### config.mk
export PLATFORM = sky130hd
export DESIGN_NAME = mult_sched_flat
export DESIGN_NICKNAME = d
export VERILOG_FILES = /design/src/rtl/mult_sched_pkg.sv /design/src/rtl/mult_sched_if.sv /design/src/rtl/mult_hazard_cmp.sv /design/src/rtl/mult_sched.sv /design/src/flat_wrapper.sv
export SDC_FILE = /design/constraint.sdc
export NUM_CORES = 1
export LEC_CHECK = 0
export CAP_MARGIN = 10
export CORE_MARGIN = 5
export CORE_UTILIZATION = 48
export DETAILED_ROUTE_END_ITERATION = 10
export PLACE_DENSITY = 0.79
export SLEW_MARGIN = 20
export SYNTH_ARGS = -nofsm -noshare
export SYNTH_HDL_FRONTEND = slang
export SYNTH_SLANG_ARGS = --single-unit
### constraint.sdc
create_clock -name clock -period 2.65 [get_ports clock]
set_clock_uncertainty 0.15 [all_clocks]
set_input_delay 0.53 -clock clock [delete_from_list [all_inputs] [get_ports clock]]
set_output_delay 0.53 -clock clock [all_outputs]
set_load 0.03 [all_outputs]
### src/rtl/mult_sched_pkg.sv
// Shared constants and the in-flight slot type for the multiplier issue/writeback scheduler.
package mult_pkg;
    localparam int MULT_LATENCY = 4;
    localparam int MULT_REGW    = 5;

    localparam logic [MULT_REGW-1:0] REG_ZERO = '0;

    typedef struct packed {
        logic                 valid;
        logic [MULT_REGW-1:0] dest;
    } mult_slot_t;
endpackage

### src/rtl/mult_sched_if.sv
// Decode, multiplier-completion and register-file write-port signals of the scheduler.
// Handshake: decode holds dec_valid with a stable instruction; the instruction is accepted in
// any cycle where sched_stall is low, and a multiply is launched exactly when sched_m0_oper is high.
interface mult_sched_if #(
    parameter int REGW = 5
);
    logic            dec_valid;
    logic            dec_mult;
    logic [REGW-1:0] dec_srca;
    logic [REGW-1:0] dec_srcb;
    logic            dec_uses_a;
    logic            dec_uses_b;
    logic [REGW-1:0] dec_regdest;
    logic            sched_stall;
    logic            sched_m0_oper;
    logic            mw_oper;
    logic            alu_wb_req;
    logic            alu_wb_grant;
    logic            wb_mult_sel;
    logic [REGW-1:0] wb_regdest;
    logic [2:0]      sched_inflight;
    logic            sched_err;

    modport master (
        output dec_valid, dec_mult, dec_srca, dec_srcb, dec_uses_a, dec_uses_b, dec_regdest,
        output mw_oper, alu_wb_req,
        input  sched_stall, sched_m0_oper, alu_wb_grant, wb_mult_sel, wb_regdest,
        input  sched_inflight, sched_err
    );

    modport slave (
        input  dec_valid, dec_mult, dec_srca, dec_srcb, dec_uses_a, dec_uses_b, dec_regdest,
        input  mw_oper, alu_wb_req,
        output sched_stall, sched_m0_oper, alu_wb_grant, wb_mult_sel, wb_regdest,
        output sched_inflight, sched_err
    );
endinterface

### src/rtl/mult_hazard_cmp.sv
// Compares one source register against every in-flight multiply destination.
module mult_hazard_cmp
    import mult_pkg::*;
#(
    parameter int LATENCY = MULT_LATENCY
) (
    input  logic [MULT_REGW-1:0]     src,
    input  logic                     uses,
    input  mult_slot_t [LATENCY-1:0] slots,
    output logic                     hit
);
    always_comb begin
        hit = 1'b0;
        for (int k = 0; k < LATENCY; k++) begin
            if (slots[k].valid && (slots[k].dest == src)) hit = 1'b1;
        end
        // r0 is hard-wired, so a pending write to it never blocks a reader.
        if (!uses || (src == REG_ZERO)) hit = 1'b0;
    end
endmodule

### src/rtl/mult_sched.sv
// Multiply issue scheduler: RAW stall against in-flight results, slot tracking,
// write-port arbitration (multiplier over ALU) and a sticky completion-mismatch flag.
module mult_sched
    import mult_pkg::*;
#(
    parameter int LATENCY = MULT_LATENCY,
    parameter int REGW    = MULT_REGW
) (
    input logic         clock,
    input logic         reset,
    mult_sched_if.slave bus
);
    mult_slot_t [LATENCY-1:0] slot_q;
    mult_slot_t               slot_in;
    logic                     haz_a;
    logic                     haz_b;
    logic                     stall;
    logic                     launch;
    logic                     err_q;
    logic [2:0]               inflight;

    mult_hazard_cmp #(.LATENCY(LATENCY)) u_cmp_a (
        .src   (bus.dec_srca),
        .uses  (bus.dec_uses_a),
        .slots (slot_q),
        .hit   (haz_a)
    );

    mult_hazard_cmp #(.LATENCY(LATENCY)) u_cmp_b (
        .src   (bus.dec_srcb),
        .uses  (bus.dec_uses_b),
        .slots (slot_q),
        .hit   (haz_b)
    );

    assign stall  = bus.dec_valid & (haz_a | haz_b);
    assign launch = bus.dec_valid & bus.dec_mult & ~stall;

    always_comb begin
        slot_in.valid = launch;
        slot_in.dest  = launch ? bus.dec_regdest : REG_ZERO;
    end

    always_comb begin
        inflight = 3'd0;
        for (int k = 0; k < LATENCY; k++) begin
            inflight = inflight + {2'b00, slot_q[k].valid};
        end
    end

    // The oldest slot is the multiplier's predicted completion for this cycle.
    always_ff @(posedge clock or negedge reset) begin
        if (!reset) begin
            slot_q <= '0;
            err_q  <= 1'b0;
        end else begin
            slot_q <= {slot_q[LATENCY-2:0], slot_in};
            if (bus.mw_oper != slot_q[LATENCY-1].valid) err_q <= 1'b1;
        end
    end

    assign bus.sched_stall    = stall;
    assign bus.sched_m0_oper  = launch;
    assign bus.wb_mult_sel    = slot_q[LATENCY-1].valid;
    assign bus.wb_regdest     = slot_q[LATENCY-1].dest;
    assign bus.alu_wb_grant   = bus.alu_wb_req & ~slot_q[LATENCY-1].valid;
    assign bus.sched_inflight = inflight;
    assign bus.sched_err      = err_q;
endmodule

### src/flat_wrapper.sv
// flat-port wrapper written by rule: the top's interface ports become plain ports
module mult_sched_flat import mult_pkg::*;
#(
    parameter int LATENCY = MULT_LATENCY,
    parameter int REGW    = MULT_REGW
)
  (clock, reset, bus_dec_valid, bus_dec_mult, bus_dec_srca, bus_dec_srcb, bus_dec_uses_a, bus_dec_uses_b, bus_dec_regdest, bus_mw_oper, bus_alu_wb_req, bus_sched_stall, bus_sched_m0_oper, bus_alu_wb_grant, bus_wb_mult_sel, bus_wb_regdest, bus_sched_inflight, bus_sched_err);
  mult_sched_if #(.REGW(REGW)) bus_i ();
  input logic clock;
  input logic reset;
  input wire logic [$bits(bus_i.dec_valid)-1:0] bus_dec_valid;
  input wire logic [$bits(bus_i.dec_mult)-1:0] bus_dec_mult;
  input wire logic [$bits(bus_i.dec_srca)-1:0] bus_dec_srca;
  input wire logic [$bits(bus_i.dec_srcb)-1:0] bus_dec_srcb;
  input wire logic [$bits(bus_i.dec_uses_a)-1:0] bus_dec_uses_a;
  input wire logic [$bits(bus_i.dec_uses_b)-1:0] bus_dec_uses_b;
  input wire logic [$bits(bus_i.dec_regdest)-1:0] bus_dec_regdest;
  input wire logic [$bits(bus_i.mw_oper)-1:0] bus_mw_oper;
  input wire logic [$bits(bus_i.alu_wb_req)-1:0] bus_alu_wb_req;
  output wire logic [$bits(bus_i.sched_stall)-1:0] bus_sched_stall;
  output wire logic [$bits(bus_i.sched_m0_oper)-1:0] bus_sched_m0_oper;
  output wire logic [$bits(bus_i.alu_wb_grant)-1:0] bus_alu_wb_grant;
  output wire logic [$bits(bus_i.wb_mult_sel)-1:0] bus_wb_mult_sel;
  output wire logic [$bits(bus_i.wb_regdest)-1:0] bus_wb_regdest;
  output wire logic [$bits(bus_i.sched_inflight)-1:0] bus_sched_inflight;
  output wire logic [$bits(bus_i.sched_err)-1:0] bus_sched_err;
  assign bus_i.dec_valid = bus_dec_valid;
  assign bus_i.dec_mult = bus_dec_mult;
  assign bus_i.dec_srca = bus_dec_srca;
  assign bus_i.dec_srcb = bus_dec_srcb;
  assign bus_i.dec_uses_a = bus_dec_uses_a;
  assign bus_i.dec_uses_b = bus_dec_uses_b;
  assign bus_i.dec_regdest = bus_dec_regdest;
  assign bus_i.mw_oper = bus_mw_oper;
  assign bus_i.alu_wb_req = bus_alu_wb_req;
  assign bus_sched_stall = bus_i.sched_stall;
  assign bus_sched_m0_oper = bus_i.sched_m0_oper;
  assign bus_alu_wb_grant = bus_i.alu_wb_grant;
  assign bus_wb_mult_sel = bus_i.wb_mult_sel;
  assign bus_wb_regdest = bus_i.wb_regdest;
  assign bus_sched_inflight = bus_i.sched_inflight;
  assign bus_sched_err = bus_i.sched_err;
  mult_sched #(.LATENCY(LATENCY), .REGW(REGW)) u_core (.clock(clock), .reset(reset), .bus(bus_i));
endmodule
Word level (Yosys, flattened, before mapping)
Index checks and enable logic that the tools add are counted.
{"block": "totals", "ff_bits": 25, "in_bits": 23, "out_inout_bits": 13, "elab_cells": 53}
{"block": "op_classes", "muxes": 11, "n_addsub": 3, "n_reduce_logical": 14, "n_eq_ne": 9, "bitwise_logic": 7}
{"cell": "5-bit == test", "n": 8}
{"cell": "5-bit logical NOT", "n": 2}
{"cell": "1-bit two-way mux", "n": 10}
{"cell": "1-bit logical AND", "n": 8}
{"cell": "3-bit by 1-bit adder with 3-bit output", "n": 2}
{"cell": "5-bit two-way mux", "n": 1}
{"cell": "1-bit AND", "n": 4}
{"cell": "1-bit by 1-bit adder with 2-bit output", "n": 1}
{"cell": "1-bit logical NOT", "n": 2}
{"cell": "1-bit logical OR", "n": 2}
{"cell": "1-bit NOT", "n": 2}
{"cell": "1-bit != test", "n": 1}
{"cell": "1-bit bitwise OR", "n": 1}

Longest topological paths before layout
Gate-level depths: netlist of run 1.
{"block": "depth", "word_depth": 12, "mapped_depth": 7, "mapped_depth_nobuf": 6}

Hierarchy
A second synthesis of run 1 with hierarchy kept.
{"block": "unflattened", "cells_unflattened": 120, "hier_area_um2": 1402.6}
{"module": "mult_sched", "n_inst": 1, "cells_per_inst": 48, "seq_area_each_um2": 625.6, "area_per_inst_um2": 799.5}
{"module": "mult_hazard_cmp", "n_inst": 2, "cells_per_inst": 36, "seq_area_each_um2": 0.0, "area_per_inst_um2": 301.5}

Least setup slack after synthesis of run 1
No wires, ideal clock.
{"block": "synth_path", "path_kind": "input-to-output", "from": "input bus_dec_srca[1]", "to": "output bus_sched_m0_oper", "arrival_ns": 1.953, "slack_ns": 0.017, "stages": 5, "path_buffers": 1, "t_required_ns": 1.970, "cell_sequence": "buf_2 -> or4_1 -> o21ai_1 -> o22ai_4 -> nor2_1"}
{"block": "synth_via", "elab_chain_cells": 11, "word_cells_on_any_way": 19, "classes_between": "eq/ne: 4; mux: 5; bitwise: 4; reduce/logical: 6"}
{"item": "start: declaration", "line_no": "flat_wrapper.sv:13", "text": "input wire logic [$bits(bus_i.dec_srca)-1:0] bus_dec_srca;"}
{"item": "5-bit == test", "line_no": "mult_hazard_cmp.sv:15", "text": "if (slots[k].valid && (slots[k].dest == src)) hit = 1'b1;"}
{"item": "1-bit logical AND", "line_no": "mult_hazard_cmp.sv:15"}
{"item": "1-bit two-way mux (4 in a row)", "line_no": "mult_hazard_cmp.sv:15"}
{"item": "1-bit two-way mux (*)", "line_no": "mult_hazard_cmp.sv:18", "text": "if (!uses || (src == REG_ZERO)) hit = 1'b0;"}
{"item": "1-bit bitwise OR (*)", "line_no": "mult_sched.sv:36", "text": "assign stall = bus.dec_valid & (haz_a | haz_b);"}
{"item": "1-bit AND (*)", "line_no": "mult_sched.sv:36"}
{"item": "1-bit NOT (*)", "line_no": "mult_sched.sv:37", "text": "assign launch = bus.dec_valid & bus.dec_mult & ~stall;"}
{"item": "1-bit AND (*)", "line_no": "mult_sched.sv:37"}
{"item": "end: declaration", "line_no": "flat_wrapper.sv:21", "text": "output wire logic [$bits(bus_i.sched_m0_oper)-1:0] bus_sched_m0_oper;"}
Mark *: on every way between the ends. The rest lies on a longest branch, timed or not.

Final worst setup path of run 1
{"block": "layout_path", "from": "register u_core.slot_q[8] (netlist name)", "to": "output bus_sched_m0_oper"}
{"block": "layout_via", "elab_chain_cells": 10, "word_cells_on_any_way": 16, "classes_between": "eq/ne: 2; mux: 8; bitwise: 4; reduce/logical: 2"}
{"item": "start: declaration", "line_no": "mult_sched.sv:13", "text": "mult_slot_t [LATENCY-1:0] slot_q;"}
{"item": "start signal: assignment", "line_no": "mult_sched.sv:57", "text": "slot_q <= {slot_q[LATENCY-2:0], slot_in};"}
{"item": "5-bit == test", "line_no": "mult_hazard_cmp.sv:15"}
{"item": "1-bit logical AND", "line_no": "mult_hazard_cmp.sv:15"}
{"item": "1-bit two-way mux (3 in a row)", "line_no": "mult_hazard_cmp.sv:15"}
{"item": "1-bit two-way mux", "line_no": "mult_hazard_cmp.sv:18"}
{"item": "1-bit bitwise OR (*)", "line_no": "mult_sched.sv:36"}
{"item": "1-bit AND (*)", "line_no": "mult_sched.sv:36"}
{"item": "1-bit NOT (*)", "line_no": "mult_sched.sv:37"}
{"item": "1-bit AND (*)", "line_no": "mult_sched.sv:37"}
Marked as above.

==> impl_metrics.py, run 1 <==
metrics = {
    "logic_synthesis": {
        "synthesis.instances": 122,
        "synthFlopType": "dfrtp_1",
        "yosysMostFrequentCell": "xor2_1",
        "ys_seq_area_share_pct": 45.7,
        "ys_ff_latch": 25,
        "synth_top_area_share_pct": 45.7,
        "syn_avg_cell_area_um2": 11.2,
        "async_flop_share_pct": 100,
        "synth_top_cells_by_count": "32 x xor2_1, 25 x dfrtp_1, 13 x nand3_1, 9 x xnor2_1, 8 x nor4_1",
        "yosys_warnings": 0,
        "netlist_area_um2": 1370,
        "synthDistinctLibCells": 21,
        "synth_top_cell_by_area": "dfrtp_1",
        "syn_nets": 148,
        "synth_edf_count": 0,
        "synthTopCellsByArea": "dfrtp_1 46%, xor2_1 20%, xnor2_1 5.8%",
    },
    "clock_network": {
        "h-tree-depth": 1,
        "clkTransAtPathRegs_ns": 0.12,
        "clock_path_buffers": 2,
        "cts_made_buffers": 3,
        "clockRootBuffer": "clkbuf_4",
        "postCtsHoldBufs": 0,
        "clock_sinks": 25,
        "cts_tree": "yes",
        "clock_latency_ns": 0.31,
    },
    "worst_setup_path": {
        "crit_arrival_ns": 2.02,
        "crit_buf_inv": 2,
        "worstPathCellList": "xor2_1 -> nor4_1 -> nand3_1 -> and4_4 -> o22ai_4 -> buf_6 -> nor2_4 -> buf_6",
        "crit_cells": 8,
        "cp.required_ns": 1.97,
        "critPathMaxFanout": 3,
        "cpMostUsedCell": "buf_6",
        "crit_path_max_incr_delay_ns": 0.45,
        "r2r_cells": 8,
        "worst_setup_path_start_kind": "register",
        "slowest_stage": "dfrtp_1",
        "critical_path_class": "reg -> out",
        "end_kind": "output port",
        "critPathTopFamily": "simple AND/OR/NAND/NOR gates",
    },
    "placement": {
        "gp_congestion": 0.894,
        "place_area_um2": 1700,
        "numPlacedInstances": 181,
        "place_ws_ns": -0.441,
        "port_buffers": 35,
        "place_hpwl_um": 2290,
    },
    "floorplanning": {
        "rows": 19,
        "die_w_um": 63.4,
        "die_area_um2": 4020,
        "start_util_pct": 50.1,
        "core_um2": 2730,
        "io_pins": 36,
        "die_height_um": 63.4,
    },
    "run": {
        "maxCapViolations": 0,
    },
    "sta": {
        "grt_setup_unrepaired": "yes",
        "fin_ws_ns": -0.0471,
        "worstMarginPinSlew_ns": 0.320,
        "drv_slew": 0,
        "finalSetupViolCount": 2,
        "max_freq_mhz": 371,
        "post-route-min-period_ns": 2.70,
        "finalCritPeriodShare_pct": 102,
        "hold_viol_final": 0,
        "slew-limit-headroom_pct": 78.6,
    },
    "status": {
        "status": "finished, violations left",
        "violations": "negative setup slack",
    },
    "routing": {
        "wire_per_inst_um": 15.1,
        "routed_wl_um": 2850,
        "vias": 985,
        "drt_iter0_markers": 27,
        "post-route-drc-count": 0,
        "final_antenna_net_count": 0,
        "firstDrtPassIters": 4,
        "viasPerCell": 5.21,
    },
    "grt": {
        "grt_usage_pct": 15.3,
        "grt_pass1_vias": 1096,
        "grt_antenna_before_repair": 0,
        "grt_max_degree": 26,
        "grt_overflow": 0,
        "grt_pass1_wl_um": 4910,
    },
    "final_layout": {
        "layout-drive-gt1-share_pct": 22.8,
        "final_area_um2": 1760,
        "area_growth_pct": 28.7,
        "antennaDiodeCount": 0,
        "fin_util_pct": 64.4,
        "multiInputGateArea_um2": 656,
        "stdcell_count": 189,
        "ff_latch_area_um2": 626,
        "fin_nets": 185,
        "n_fill_cell": 214,
    },
    "power": {
        "p_leak_nw": 0.836,
        "power.density_nw_per_um2": 430,
        "vdd_drop_max_mv": 0.340,
    },
    "hold_path": {
        "hp-class": "reg -> reg",
        "min_path_cells": 0,
    },
}
sequential cells by signal (all words and copies together) (netlist names):
register and cells:
u_core.bus.sched_err 1, u_core.slot_q 18, u_core.bus.wb_mult_sel 1, u_core.bus.wb_regdest 5
metrics by stage:
step / setup TNS, ns / hold WS [ns] / power [mW]
6_report: -0.0941 / 0.299 / 0.757
5_1_grt: -0.307 / 0.314 / 0.792
4_1_cts: -0.0554 / 0.300 / 0.765
3_5_place_dp: -0.841 / 0.273 / 0.604
3_3_place_gp: -0.812 / 0.269 / 0.599
2_1_floorplan: 0 / 0.0844 / 0.531
cell type report:
cell class                 instances  share of cell area (%)
timing repair buffer              47                    23.6
sequential                        25                    35.5
clock buffer                       4                    1.49
multi-input combinational         82                    37.2
tap                               31                    2.20
final timing paths:
kind,start,to,slack [ns]
max,u_core.slot_q[8]$_DFF_PN0_,bus_sched_m0_oper,-0.05
min in group asynchronous,reset,u_core.bus.sched_err$_DFFE_PN0P_,0.40
max in group asynchronous,reset,u_core.slot_q[3]$_DFF_PN0_,1.70
min,u_core.slot_q[7]$_DFF_PN0_,u_core.slot_q[13]$_DFF_PN0_,0.30
min reg2reg,u_core.slot_q[7]$_DFF_PN0_,u_core.slot_q[13]$_DFF_PN0_,0.30
max reg2reg,u_core.slot_q[8]$_DFF_PN0_,u_core.slot_q[5]$_DFF_PN0_,0.72
cell families (layout without fill, tap and decap cells):
family / count (synthesis) / after routing / synth area share (%)
xor+xnor: 41 / 41 / 26.2
simple gates: 35 / 35 / 14.4
flops: 25 / 25 / 45.7
compound gates: 3 / 3 / 2.47
fa+ha+maj: 3 / 3 / 3.29
buf+inv: 15 / 51 / 7.86
layer usage:
layer	part of all wire, %	GRT usage (%)	up-vias
met5	0	0	-
li1	-	-	470
met2	51	25.0	33
met4	1.3	5.45	0
met1	41	18.9	478
met3	6.8	4.62	4
placed cells by master (no fill, tap or decap), types with 3 or more instances in the layout:
cell type        count
xor2_1              32
dfrtp_1             25
clkdlybuf4s50_1     20
nand3_1             13
buf_4               11
xnor2_1              9
nor4_1               7
buf_2                6
nor2_1               5
buf_6                4
clkbuf_4             3
clkdlybuf4s15_2      3
repair_timing:
item / CTS / global route
pin swaps: 13 / 10
resized for setup: 42 / 10
endpoints found under the setup margin: 4 / 4
setup buffers: 1 / 3
power breakdown:
| group | total [mW] | internal (mW) | switching (mW) |
|---|---|---|---|
| Combinational | 0.178 | 0.0877 | 0.0908 |
| Sequential | 0.417 | 0.398 | 0.0192 |
| Clock | 0.162 | 0.0589 | 0.103 |
| Total | 0.757 | 0.544 | 0.213 |
Note: power is estimated with default switching activity, not from simulation.
==> run 2: changes to the inputs <==
CORE_UTILIZATION = 41   (was 48)
PLACE_DENSITY = 0.69   (was 0.79)
==> impl_metrics.py, run 2 (synthesis gave the netlist of run 1 again) <==
metrics = {
    "power": {
        "p_leak_nw": 0.849,
        "power_frac_seq_pct": 53.7,
        "power.density_nw_per_um2": 425,
        "power.switching_mw": 0.229,
        "p_int_mw": 0.545,
        "clkPwrFrac_pct": 22.0,
        "vdd_drop_max_mv": 0.209,
        "netSwitchingFraction_pct": 29.6,
        "p_comb_share_pct": 24.2,
    },
    "grt": {
        "grt_overflow": 0,
        "grt_max_degree": 26,
        "grt_antenna_before_repair": 0,
        "grt_pass1_vias": 1020,
        "grt_usage_pct": 14.2,
        "grt_pass1_wl_um": 4710,
    },
    "placement": {
        "gp_congestion": 0.858,
        "place_hpwl_um": 2390,
        "place_area_um2": 1730,
        "port_buffers": 35,
    },
    "worst_setup_path": {
        "cp.required_ns": 1.97,
        "crit_arrival_ns": 2.02,
        "worstPathCellList": "xor2_1 -> nor4_2 -> nand3_1 -> and4_4 -> o22ai_4 -> and2_4 -> buf_6",
        "worst_setup_path_start_kind": "register",
        "critPathMaxFanout": 3,
        "critical_path_class": "reg -> out",
        "slowest_stage": "dfrtp_1",
        "end_kind": "output port",
        "crit_path_max_incr_delay_ns": 0.44,
    },
    "final_layout": {
        "antennaDiodeCount": 0,
        "largest_reg_flops": 18,
        "layout_common_cells": "31 x xor2_1, 25 x dfrtp_1, 20 x clkdlybuf4s50_1",
        "n_fill_cell": 313,
        "layout_commonest_cell": "xor2_1",
        "top_register": "u_core.slot_q",
        "final_area_um2": 1820,
        "area_growth_pct": 33.1,
        "fin_nets": 186,
        "layout-drive-gt1-share_pct": 25.8,
    },
    "routing": {
        "wire_per_inst_um": 14.6,
        "viasPerCell": 4.74,
        "routed_wl_um": 2990,
        "drt_iter0_markers": 20,
        "post-route-drc-count": 0,
        "vias": 972,
        "final_antenna_net_count": 0,
        "firstDrtPassIters": 4,
    },
    "floorplanning": {
        "rows": 21,
        "die_height_um": 67.8,
        "core_um2": 3280,
        "die_w_um": 67.8,
        "start_util_pct": 41.7,
        "io_pins": 36,
        "die_area_um2": 4590,
    },
    "clock_network": {
        "clock_latency_ns": 0.32,
        "clock_path_buffers": 2,
        "cts_tree": "yes",
        "clock_sinks": 25,
        "postCtsHoldBufs": 0,
        "clockRootBuffer": "clkbuf_4",
        "clkTransAtPathRegs_ns": 0.14,
        "h-tree-depth": 1,
        "cts_made_buffers": 3,
    },
    "sta": {
        "finalCritPeriodShare_pct": 102,
        "hold_viol_final": 0,
        "post-route-min-period_ns": 2.70,
        "finalSetupViolCount": 2,
        "drv_slew": 0,
        "finalSetupTns_ns": -0.103,
        "max_freq_mhz": 370,
        "grt_setup_unrepaired": "yes",
        "slew-limit-headroom_pct": 79.0,
        "fin_ws_ns": -0.0538,
        "worstMarginPinSlew_ns": 0.314,
    },
    "run": {
        "maxCapViolations": 0,
    },
    "hold_path": {
        "hp-class": "reg -> reg",
    },
    "status": {
        "violations": "negative setup slack",
        "status": "finished, violations left",
    },
}
-- run 2: cell types whose count changed in the layout (fill, tap and decap cells not counted), sizes merged --
cell / previous run / this run
buf: 21 / 20
clkinv: 0 / 1
dlygate4sd2: 1 / 2
-- run 2: repair_timing --
| item | in CTS | in global routing |
|---|---|---|
| gates resized for setup | 41 | 9 |
| endpoints found under the setup margin | 4 | 4 |
| setup buffers | 2 | 2 |
| pin swaps | 13 | 5 |
-- run 2: metrics by stage --
stage          utilization (%)  hold WS (ns)  setup slack, ns  std cells  total power [mW]
4_1_cts                   54.4         0.303          -0.0899        203             0.774
2_1_floorplan                -        0.0844           0.0173        122             0.531
3_3_place_gp              52.6         0.269           -0.563        197             0.603
3_5_place_dp              52.6         0.274           -0.615        197             0.606
5_1_grt                   55.5         0.314           -0.159        205             0.810
6_report                  55.5         0.302          -0.0538        205             0.774
-- run 2: power groups by stage --
stage,registers [mW],logic [mW],clock network [mW]
2_1_floorplan,0.422,0.109,0
3_3_place_gp,0.424,0.179,0
3_5_place_dp,0.424,0.182,0
4_1_cts,0.416,0.184,0.174
5_1_grt,0.419,0.203,0.187
6_report,0.416,0.188,0.171
-- run 2: per-layer routing --
layer / vias to the layer above / track usage, % / wire length, µm / share of wire [%]
li1: 470 / - / - / -
met1: 467 / 17.6 / 1280 / 43
met2: 31 / 23.9 / 1490 / 50
met3: 4 / 3.33 / 184 / 6.2
met4: 0 / 5.21 / 31 / 1.0
met5: - / 0 / 0 / 0
-- run 2: worst max-delay path: cells and delay by family (launching register included) --
kind | cells | cell delay [ns]
buffers and inverters | 1 | 0.12
AO/OA/AOI/OAI | 1 | 0.18
AND/OR/NAND/NOR | 4 | 0.80
XOR/XNOR | 1 | 0.16
flip-flops | 1 | 0.44
-- run 2: worst paths after layout --
kind / to / slack [ns] / from / cells past startpoint
max in group asynchronous: u_core.slot_q[13]$_DFF_PN0_ / 1.70 / reset / 2
min reg2reg: u_core.slot_q[12]$_DFF_PN0_ / 0.30 / u_core.slot_q[6]$_DFF_PN0_ / 0
min in group asynchronous: u_core.bus.wb_mult_sel$_DFF_PN0_ / 0.41 / reset / 2
min: u_core.slot_q[12]$_DFF_PN0_ / 0.30 / u_core.slot_q[6]$_DFF_PN0_ / 0
max reg2reg: u_core.slot_q[4]$_DFF_PN0_ / 0.70 / u_core.slot_q[3]$_DFF_PN0_ / 8
max: bus_sched_stall / -0.05 / u_core.slot_q[3]$_DFF_PN0_ / 7
-- run 2: final cells by class --
class,count,area (µm²),area share (%)
multi-input cells,82,684,37.6
flip-flops and latches,25,626,34.3
repair buffers,48,427,23.4
well taps,46,57.6,3.16
clock buffers,3,22.5,1.24
clock inverters,1,5.00,0.275
